===== config.mk =====
export PLATFORM = sky130hd
export DESIGN_NAME = sip_hit_decoder
export DESIGN_NICKNAME = d
export VERILOG_FILES = /design/src/rtl/sip_hit_decoder.sv
export SDC_FILE = /design/constraint.sdc
export NUM_CORES = 1
export LEC_CHECK = 0
export CAP_MARGIN = 20
export CORE_ASPECT_RATIO = 0.7
export CORE_MARGIN = 5
export CORE_UTILIZATION = 55
export CTS_BUF_LIST = sky130_fd_sc_hd__clkbuf_16
export CTS_CLUSTER_DIAMETER = 120
export DETAILED_ROUTE_END_ITERATION = 8
export PLACE_DENSITY = 0.73
export SLEW_MARGIN = 15
export SYNTH_ARGS = -nofsm -noshare
export SYNTH_HDL_FRONTEND = slang
export SYNTH_SLANG_ARGS = --single-unit

===== constraint.sdc =====
create_clock -name clk_40MHz -period 3.05 [get_ports clk_40MHz]
set_input_delay 0.915 -clock clk_40MHz [delete_from_list [all_inputs] [get_ports clk_40MHz]]
set_output_delay 0.915 -clock clk_40MHz [all_outputs]
set_load 0.02 [all_outputs]

===== src/rtl/sip_hit_decoder.sv =====
// Serial hit-packet deserialiser, raw-packet FIFO and sequential LFSR decoder.
// A 28-bit frame (MSB first) is captured after a valid_out strobe, queued, and
// its TOA/FTOA/ToT LFSR codes are converted to binary step counts by walking
// three LFSRs from their all-ones seed until each one matches its code.
module sip_hit_decoder #(
    parameter int FIFO_DEPTH = 4
) (
    input  logic       clk_40MHz,
    input  logic       rst_n,
    input  logic       valid_out,
    input  logic       route_data_proc,
    input  logic       hit_ready,
    output logic       hit_valid,
    output logic [8:0] hit_toa,
    output logic [4:0] hit_ftoa,
    output logic [7:0] hit_tot,
    output logic       hit_flag,
    output logic [2:0] hit_addr,
    output logic [1:0] hit_tag,
    output logic [2:0] hit_err,
    output logic [7:0] overflow_cnt,
    output logic       busy
);
    localparam int AW = $clog2(FIFO_DEPTH);

    typedef enum logic [1:0] {ST_IDLE, ST_SEARCH, ST_OUT} state_t;

    function automatic logic [8:0] toa_step(input logic [8:0] s);
        return {s[7:0], s[8] ^ s[4]};
    endfunction
    function automatic logic [4:0] ftoa_step(input logic [4:0] s);
        return {s[3:0], s[4] ^ s[2]};
    endfunction
    function automatic logic [7:0] tot_step(input logic [7:0] s);
        return {s[6:0], s[7] ^ s[5] ^ s[4] ^ s[3]};
    endfunction

    // capture state
    logic        cap_active_q, cap_active_d;
    logic [4:0]  cap_idx_q, cap_idx_d;
    logic [26:0] sr_q, sr_d;
    logic        wr_pend_q, wr_pend_d;
    logic [27:0] wr_data_q, wr_data_d;

    // fifo state
    logic [27:0] fifo_mem [FIFO_DEPTH];
    logic [AW:0] wr_ptr_q, wr_ptr_d, rd_ptr_q, rd_ptr_d;
    logic [7:0]  ovf_q, ovf_d;
    logic        fifo_empty, fifo_full, push, pop;
    logic [27:0] rd_data;

    // decoder state
    state_t      state_q, state_d;
    logic [8:0]  cnt_q, cnt_d;
    logic [8:0]  toa_lfsr_q, toa_lfsr_d;
    logic [4:0]  ftoa_lfsr_q, ftoa_lfsr_d;
    logic [7:0]  tot_lfsr_q, tot_lfsr_d;
    logic [27:0] pkt_q, pkt_d;
    logic [2:0]  res_q, res_d, res_n;
    logic [2:0]  err_q, err_d;
    logic [8:0]  toa_val_q, toa_val_d;
    logic [4:0]  ftoa_val_q, ftoa_val_d;
    logic [7:0]  tot_val_q, tot_val_d;
    logic        hit_valid_q, hit_valid_d;

    // Frame capture: the strobe cycle supplies bit27, the next 27 cycles bits 26..0.
    always_comb begin
        cap_active_d = cap_active_q;
        cap_idx_d    = cap_idx_q;
        sr_d         = sr_q;
        wr_pend_d    = 1'b0;
        wr_data_d    = wr_data_q;
        if (!cap_active_q) begin
            if (valid_out) begin
                cap_active_d = 1'b1;
                cap_idx_d    = 5'd26;
                sr_d         = {26'd0, route_data_proc};
            end
        end else begin
            sr_d = {sr_q[25:0], route_data_proc};
            if (cap_idx_q == 5'd0) begin
                cap_active_d = 1'b0;
                wr_pend_d    = 1'b1;
                wr_data_d    = {sr_q, route_data_proc};
            end else begin
                cap_idx_d = cap_idx_q - 5'd1;
            end
        end
    end

    // FIFO pointers and drop counter; a pop frees the slot for a same-cycle write.
    always_comb begin
        fifo_empty = (wr_ptr_q == rd_ptr_q);
        fifo_full  = (wr_ptr_q[AW] != rd_ptr_q[AW]) &&
                     (wr_ptr_q[AW-1:0] == rd_ptr_q[AW-1:0]);
        rd_data    = fifo_mem[rd_ptr_q[AW-1:0]];
        pop        = (state_q == ST_IDLE) && !fifo_empty;
        push       = wr_pend_q && (!fifo_full || pop);
        wr_ptr_d   = push ? wr_ptr_q + {{AW{1'b0}}, 1'b1} : wr_ptr_q;
        rd_ptr_d   = pop  ? rd_ptr_q + {{AW{1'b0}}, 1'b1} : rd_ptr_q;
        ovf_d      = ovf_q;
        if (wr_pend_q && !push && (ovf_q != 8'hFF)) begin
            ovf_d = ovf_q + 8'd1;
        end
    end

    // Decoder: load seeds on pop, step unresolved LFSRs until all codes match.
    always_comb begin
        state_d     = state_q;
        cnt_d       = cnt_q;
        toa_lfsr_d  = toa_lfsr_q;
        ftoa_lfsr_d = ftoa_lfsr_q;
        tot_lfsr_d  = tot_lfsr_q;
        pkt_d       = pkt_q;
        res_d       = res_q;
        res_n       = res_q;
        err_d       = err_q;
        toa_val_d   = toa_val_q;
        ftoa_val_d  = ftoa_val_q;
        tot_val_d   = tot_val_q;
        hit_valid_d = hit_valid_q;
        case (state_q)
            ST_IDLE: begin
                if (!fifo_empty) begin
                    pkt_d       = rd_data;
                    toa_lfsr_d  = '1;
                    ftoa_lfsr_d = '1;
                    tot_lfsr_d  = '1;
                    cnt_d       = 9'd0;
                    // an all-zero code can never be reached, so settle it now
                    res_d       = {rd_data[27:19] == 9'd0, rd_data[18:14] == 5'd0,
                                   rd_data[13:6] == 8'd0};
                    err_d       = res_d;
                    toa_val_d   = res_d[2] ? 9'h1FF : 9'd0;
                    ftoa_val_d  = res_d[1] ? 5'h1F : 5'd0;
                    tot_val_d   = res_d[0] ? 8'hFF : 8'd0;
                    state_d     = ST_SEARCH;
                end
            end
            ST_SEARCH: begin
                if (!res_q[2]) begin
                    if (toa_lfsr_q == pkt_q[27:19]) begin
                        res_n[2]  = 1'b1;
                        toa_val_d = cnt_q;
                    end else begin
                        toa_lfsr_d = toa_step(toa_lfsr_q);
                    end
                end
                if (!res_q[1]) begin
                    if (ftoa_lfsr_q == pkt_q[18:14]) begin
                        res_n[1]   = 1'b1;
                        ftoa_val_d = cnt_q[4:0];
                    end else begin
                        ftoa_lfsr_d = ftoa_step(ftoa_lfsr_q);
                    end
                end
                if (!res_q[0]) begin
                    if (tot_lfsr_q == pkt_q[13:6]) begin
                        res_n[0]  = 1'b1;
                        tot_val_d = cnt_q[7:0];
                    end else begin
                        tot_lfsr_d = tot_step(tot_lfsr_q);
                    end
                end
                res_d = res_n;
                cnt_d = cnt_q + 9'd1;
                if (&res_n) begin
                    state_d     = ST_OUT;
                    hit_valid_d = 1'b1;
                end else if (cnt_q == 9'd510) begin
                    // guard against a code the walk can never hit
                    if (!res_n[2]) begin err_d[2] = 1'b1; toa_val_d  = 9'h1FF; end
                    if (!res_n[1]) begin err_d[1] = 1'b1; ftoa_val_d = 5'h1F;  end
                    if (!res_n[0]) begin err_d[0] = 1'b1; tot_val_d  = 8'hFF;  end
                    res_d       = 3'b111;
                    state_d     = ST_OUT;
                    hit_valid_d = 1'b1;
                end
            end
            ST_OUT: begin
                if (hit_ready) begin
                    hit_valid_d = 1'b0;
                    state_d     = ST_IDLE;
                end
            end
            default: state_d = ST_IDLE;
        endcase
    end

    // Register capture, FIFO pointer and decoder state with synchronous reset.
    always_ff @(posedge clk_40MHz) begin
        if (!rst_n) begin
            cap_active_q <= 1'b0;
            cap_idx_q    <= 5'd0;
            sr_q         <= '0;
            wr_pend_q    <= 1'b0;
            wr_data_q    <= '0;
            wr_ptr_q     <= '0;
            rd_ptr_q     <= '0;
            ovf_q        <= 8'd0;
            state_q      <= ST_IDLE;
            cnt_q        <= 9'd0;
            toa_lfsr_q   <= '0;
            ftoa_lfsr_q  <= '0;
            tot_lfsr_q   <= '0;
            pkt_q        <= '0;
            res_q        <= 3'd0;
            err_q        <= 3'd0;
            toa_val_q    <= '0;
            ftoa_val_q   <= '0;
            tot_val_q    <= '0;
            hit_valid_q  <= 1'b0;
        end else begin
            cap_active_q <= cap_active_d;
            cap_idx_q    <= cap_idx_d;
            sr_q         <= sr_d;
            wr_pend_q    <= wr_pend_d;
            wr_data_q    <= wr_data_d;
            wr_ptr_q     <= wr_ptr_d;
            rd_ptr_q     <= rd_ptr_d;
            ovf_q        <= ovf_d;
            state_q      <= state_d;
            cnt_q        <= cnt_d;
            toa_lfsr_q   <= toa_lfsr_d;
            ftoa_lfsr_q  <= ftoa_lfsr_d;
            tot_lfsr_q   <= tot_lfsr_d;
            pkt_q        <= pkt_d;
            res_q        <= res_d;
            err_q        <= err_d;
            toa_val_q    <= toa_val_d;
            ftoa_val_q   <= ftoa_val_d;
            tot_val_q    <= tot_val_d;
            hit_valid_q  <= hit_valid_d;
        end
    end

    // Packet storage; contents need no reset since the pointers define validity.
    always_ff @(posedge clk_40MHz) begin
        if (push) begin
            fifo_mem[wr_ptr_q[AW-1:0]] <= wr_data_q;
        end
    end

    assign hit_valid    = hit_valid_q;
    assign hit_toa      = toa_val_q;
    assign hit_ftoa     = ftoa_val_q;
    assign hit_tot      = tot_val_q;
    assign hit_flag     = pkt_q[5];
    assign hit_addr     = pkt_q[4:2];
    assign hit_tag      = pkt_q[1:0];
    assign hit_err      = err_q;
    assign overflow_cnt = ovf_q;
    assign busy         = cap_active_q | wr_pend_q | (state_q != ST_IDLE) | !fifo_empty;
endmodule

==> results.cfg, run 1 <==
[timing]
period_share = 0.9529
slew_headroom = 0.4776
slew_violations = 0
max_freq_mhz = 344.1
setup_viol = 0
finClkSkew_ps = 20.56
finalWorstSetupSlack_ps = 143.7
hold_violations = 0
rsz0062_at_grt = false
tightest_slew_ps = 781.8
tns_ps = 0
hold_ws_ps = 456.5
period_needed_ps = 2906

[synth]
synthMostInstantiatedCell = dfxtp_1
netlist_top_cells_area = dfxtp_1 (30%), edfxtp_1 (30%), nand2_1 (5.3%), a21boi_0 (4.2%), mux4_2 (3.8%)
ys_seq_area_frac = 0.5938
synth_area_per_cell_um2 = 11.57
synthesis.area_um2 = 11330
ys_ff_latch = 280
synth_edf_count = 112
ys_async_sr_fraction = 0
synth_warnings = 0
syn-instance-count = 979
synthFlopType = dfxtp_1
synth_fp_nets = 994
synth_cell_types = 55
yosysTopAreaCell = dfxtp_1
yosys-top-cells-count = dfxtp_1 (168), nand2_1 (159), edfxtp_1 (112)
yosysTopAreaCellShare = 0.2969

[finish]
drive_above_1_share = 0.1042
num_antenna_cells = 0
layout.nets = 1031
synthToLayoutAreaGrowth_pct = 14.20
n_fill_cell = 1548

[grt]
overflow = 0
grt_max_degree = 71
gr-usage-all-layers = 0.1906
grt_pass1_vias = 6980
grt_pass1_wl_um = 37180
grt_antenna_before_repair = 0

[setup_path]
cp-endpoint = busy
reg2reg_to = hit_toa[2]
cp_max_fo = 4
arrival_ps = 1990
critical_path_class = register to output port
end_kind = output port
reg2reg_depth = 6
crit_start = wr_ptr_q[1]
r2r_setup_slack_ps = 270
cp.required_ps = 2130
worstSetupStartpointType = register

[clock_tree]
clock-sinks = 280
clk_latency_ps = 530
htree_levels = 1
tritoncts = done
clockBufferDepth = 3
path_clk_slew_ps = 70
cts_root_buf = clkbuf_16
numCtsBuffers = 26
post_cts_buffers = 0

[floorplanning]
die_x_um = 181.5
die_area_um2 = 23610
start_util = 0.5660
rows = 43
die_h_um = 130.1
io_pins = 46
fp.coreArea_um2 = 20010

[min_path]
hold_path_class = register to register
hold_path_depth = 2

[place]
preCtsSetupSlack_ps = 288.6
gp_congestion = 0.7870
dp_hpwl_um = 14670
numPortBuffers = 45

[detailed_routing]
vias_per_cell = 5.564
firstDrtPassIters = 5
routedWlPerCell_um = 17.11
drcViolationCount = 0
via_count = 7267
drt_wl_total_um = 22340
ant_nets = 0
drt_iter0_drc = 480

[outcome]
status = finished clean

[power]
power_w = 0.01099
ir_drop_mv = 0.5154
powerDensity_nw_per_um2 = 849.6
power_leakage_nw = 4.633

[flow_run]
drv_cap = 0
logic make-up (layout without fill, tap and decap cells):
group | count (synthesis) | after routing | synth area share
flip-flops | 280 | 280 | 0.5938
AND/OR/NAND/NOR | 347 | 347 | 0.1500
AO/OA/AOI/OAI | 192 | 192 | 0.1228
multiplexers | 29 | 29 | 0.05964
XOR/XNOR | 42 | 42 | 0.03247
buffers and inverters | 79 | 136 | 0.03026
adder cells (fa/ha/maj) | 10 | 10 | 0.01104
worst max-delay path: stages, from the launching register on:
cell and delay, ps:
dfxtp_1 430, xor2_2 230, nor3_2 80, nand3_1 110
clkdlybuf4s50_1 610
flip-flops by register name, indices dropped and copies added (netlist names), 2 cells and up, named ones only:
signal and count:
wr_data_q 28, hit_tot 8, cnt_q 9, rd_ptr_q 3, ftoa_lfsr_q 5, pkt_q 28, res_q 3, overflow_cnt 8
toa_lfsr_q 9, tot_lfsr_q 8, fifo_mem 112, hit_err 3, wr_ptr_q 3, sr_q 27, hit_ftoa 5, state_q 2
hit_toa 9, cap_idx_q 5
layer usage:
layer,track usage,share of wire,wire [um],vias up
li1,-,-,-,3574
met1,0.2990,0.51,11340,3532
met2,0.2849,0.43,9611,132
met3,0.03232,0.048,1079,29
met4,0.03308,0.014,318,0
met5,0,0,0,-
how the worst min path moves through the flow:
stage | slack, ps | startpoint | to
after global routing | 470 | hit_toa[0] | hit_toa[0]
after CTS | 460 | hit_tot[6] | hit_tot[6]
after global placement | 440 | hit_tot[4] | hit_tot[4]
after floorplan | 440 | sr_q[26] | wr_data_q[27]
after detailed placement | 440 | hit_tot[4] | hit_tot[4]
final | 460 | hit_toa[6] | hit_toa[6]
metrics by stage:
| step | std cells | util | cell area (um2) |
|---|---|---|---|
| final | 1306 | 0.6464 | 12940 |
| after global routing | 1306 | 0.6464 | 12940 |
| after CTS | 1306 | 0.6454 | 12920 |
| after detailed placement | 1258 | 0.6027 | 12060 |
| after global placement | 1258 | 0.6027 | 12060 |
| after floorplan | 979 | - | 11330 |
cells in the final DEF (no fill, tap or decap), drive strengths merged, types with 7 or more instances in the layout:
cell,count
inv,21
dfxtp,168
a21o,10
o211a,12
nand2,159
xnor2,25
xor2,17
nor2,46
nor2b,32
clkdlybuf4s50,44
o311a,9
o21ai,14
nor3b,26
or3,8
a21boi,64
nand4,8
clkinv,13
a21oi,48
mux4,28
nor3,8
o221a,7
ha,10
and3,7
and2,22
nand3,13
buf,26
edfxtp,112
a211oi,9
clkbuf,27
power breakdown:
group	leakage, nW	switching [W]	total, W	internal, W
combinational	1.80	0.00171	0.00305	0.00134
sequential	2.41	0.000398	0.00471	0.00432
clock	0.427	0.00137	0.00323	0.00186
what timing repair did:
| action | 4_1_cts | 5_1_grt |
|---|---|---|
| gates resized for setup | 0 | 3 |
| hold buffers | 0 | 0 |
| setup endpoints to repair | 0 | 1 |
area by class of cell:
type                    instances  area, um2  area share
clock buffers                  27      675.6     0.05222
clock inverters                21      180.2     0.01393
inverters                      18      67.56    0.005222
multi-input cells             620       4287      0.3313
flip-flops and latches        280       6729      0.5201
well taps                     270      337.8     0.02611
repair buffers                 70      660.6     0.05106
Note: power is estimated with default switching activity, not from simulation.
==> run 2: changes to the inputs <==
--- a/config.mk
+++ b/config.mk
@@ -13,6 +13,7 @@
 export CTS_CLUSTER_DIAMETER = 120
 export DETAILED_ROUTE_END_ITERATION = 8
 export PLACE_DENSITY = 0.73
+export RECOVER_POWER = 25
 export SLEW_MARGIN = 15
 export SYNTH_ARGS = -nofsm -noshare
 export SYNTH_HDL_FRONTEND = slang
==> results of run 2 <==
No change in the layout: final DEF, timing and power equal those of run 1.
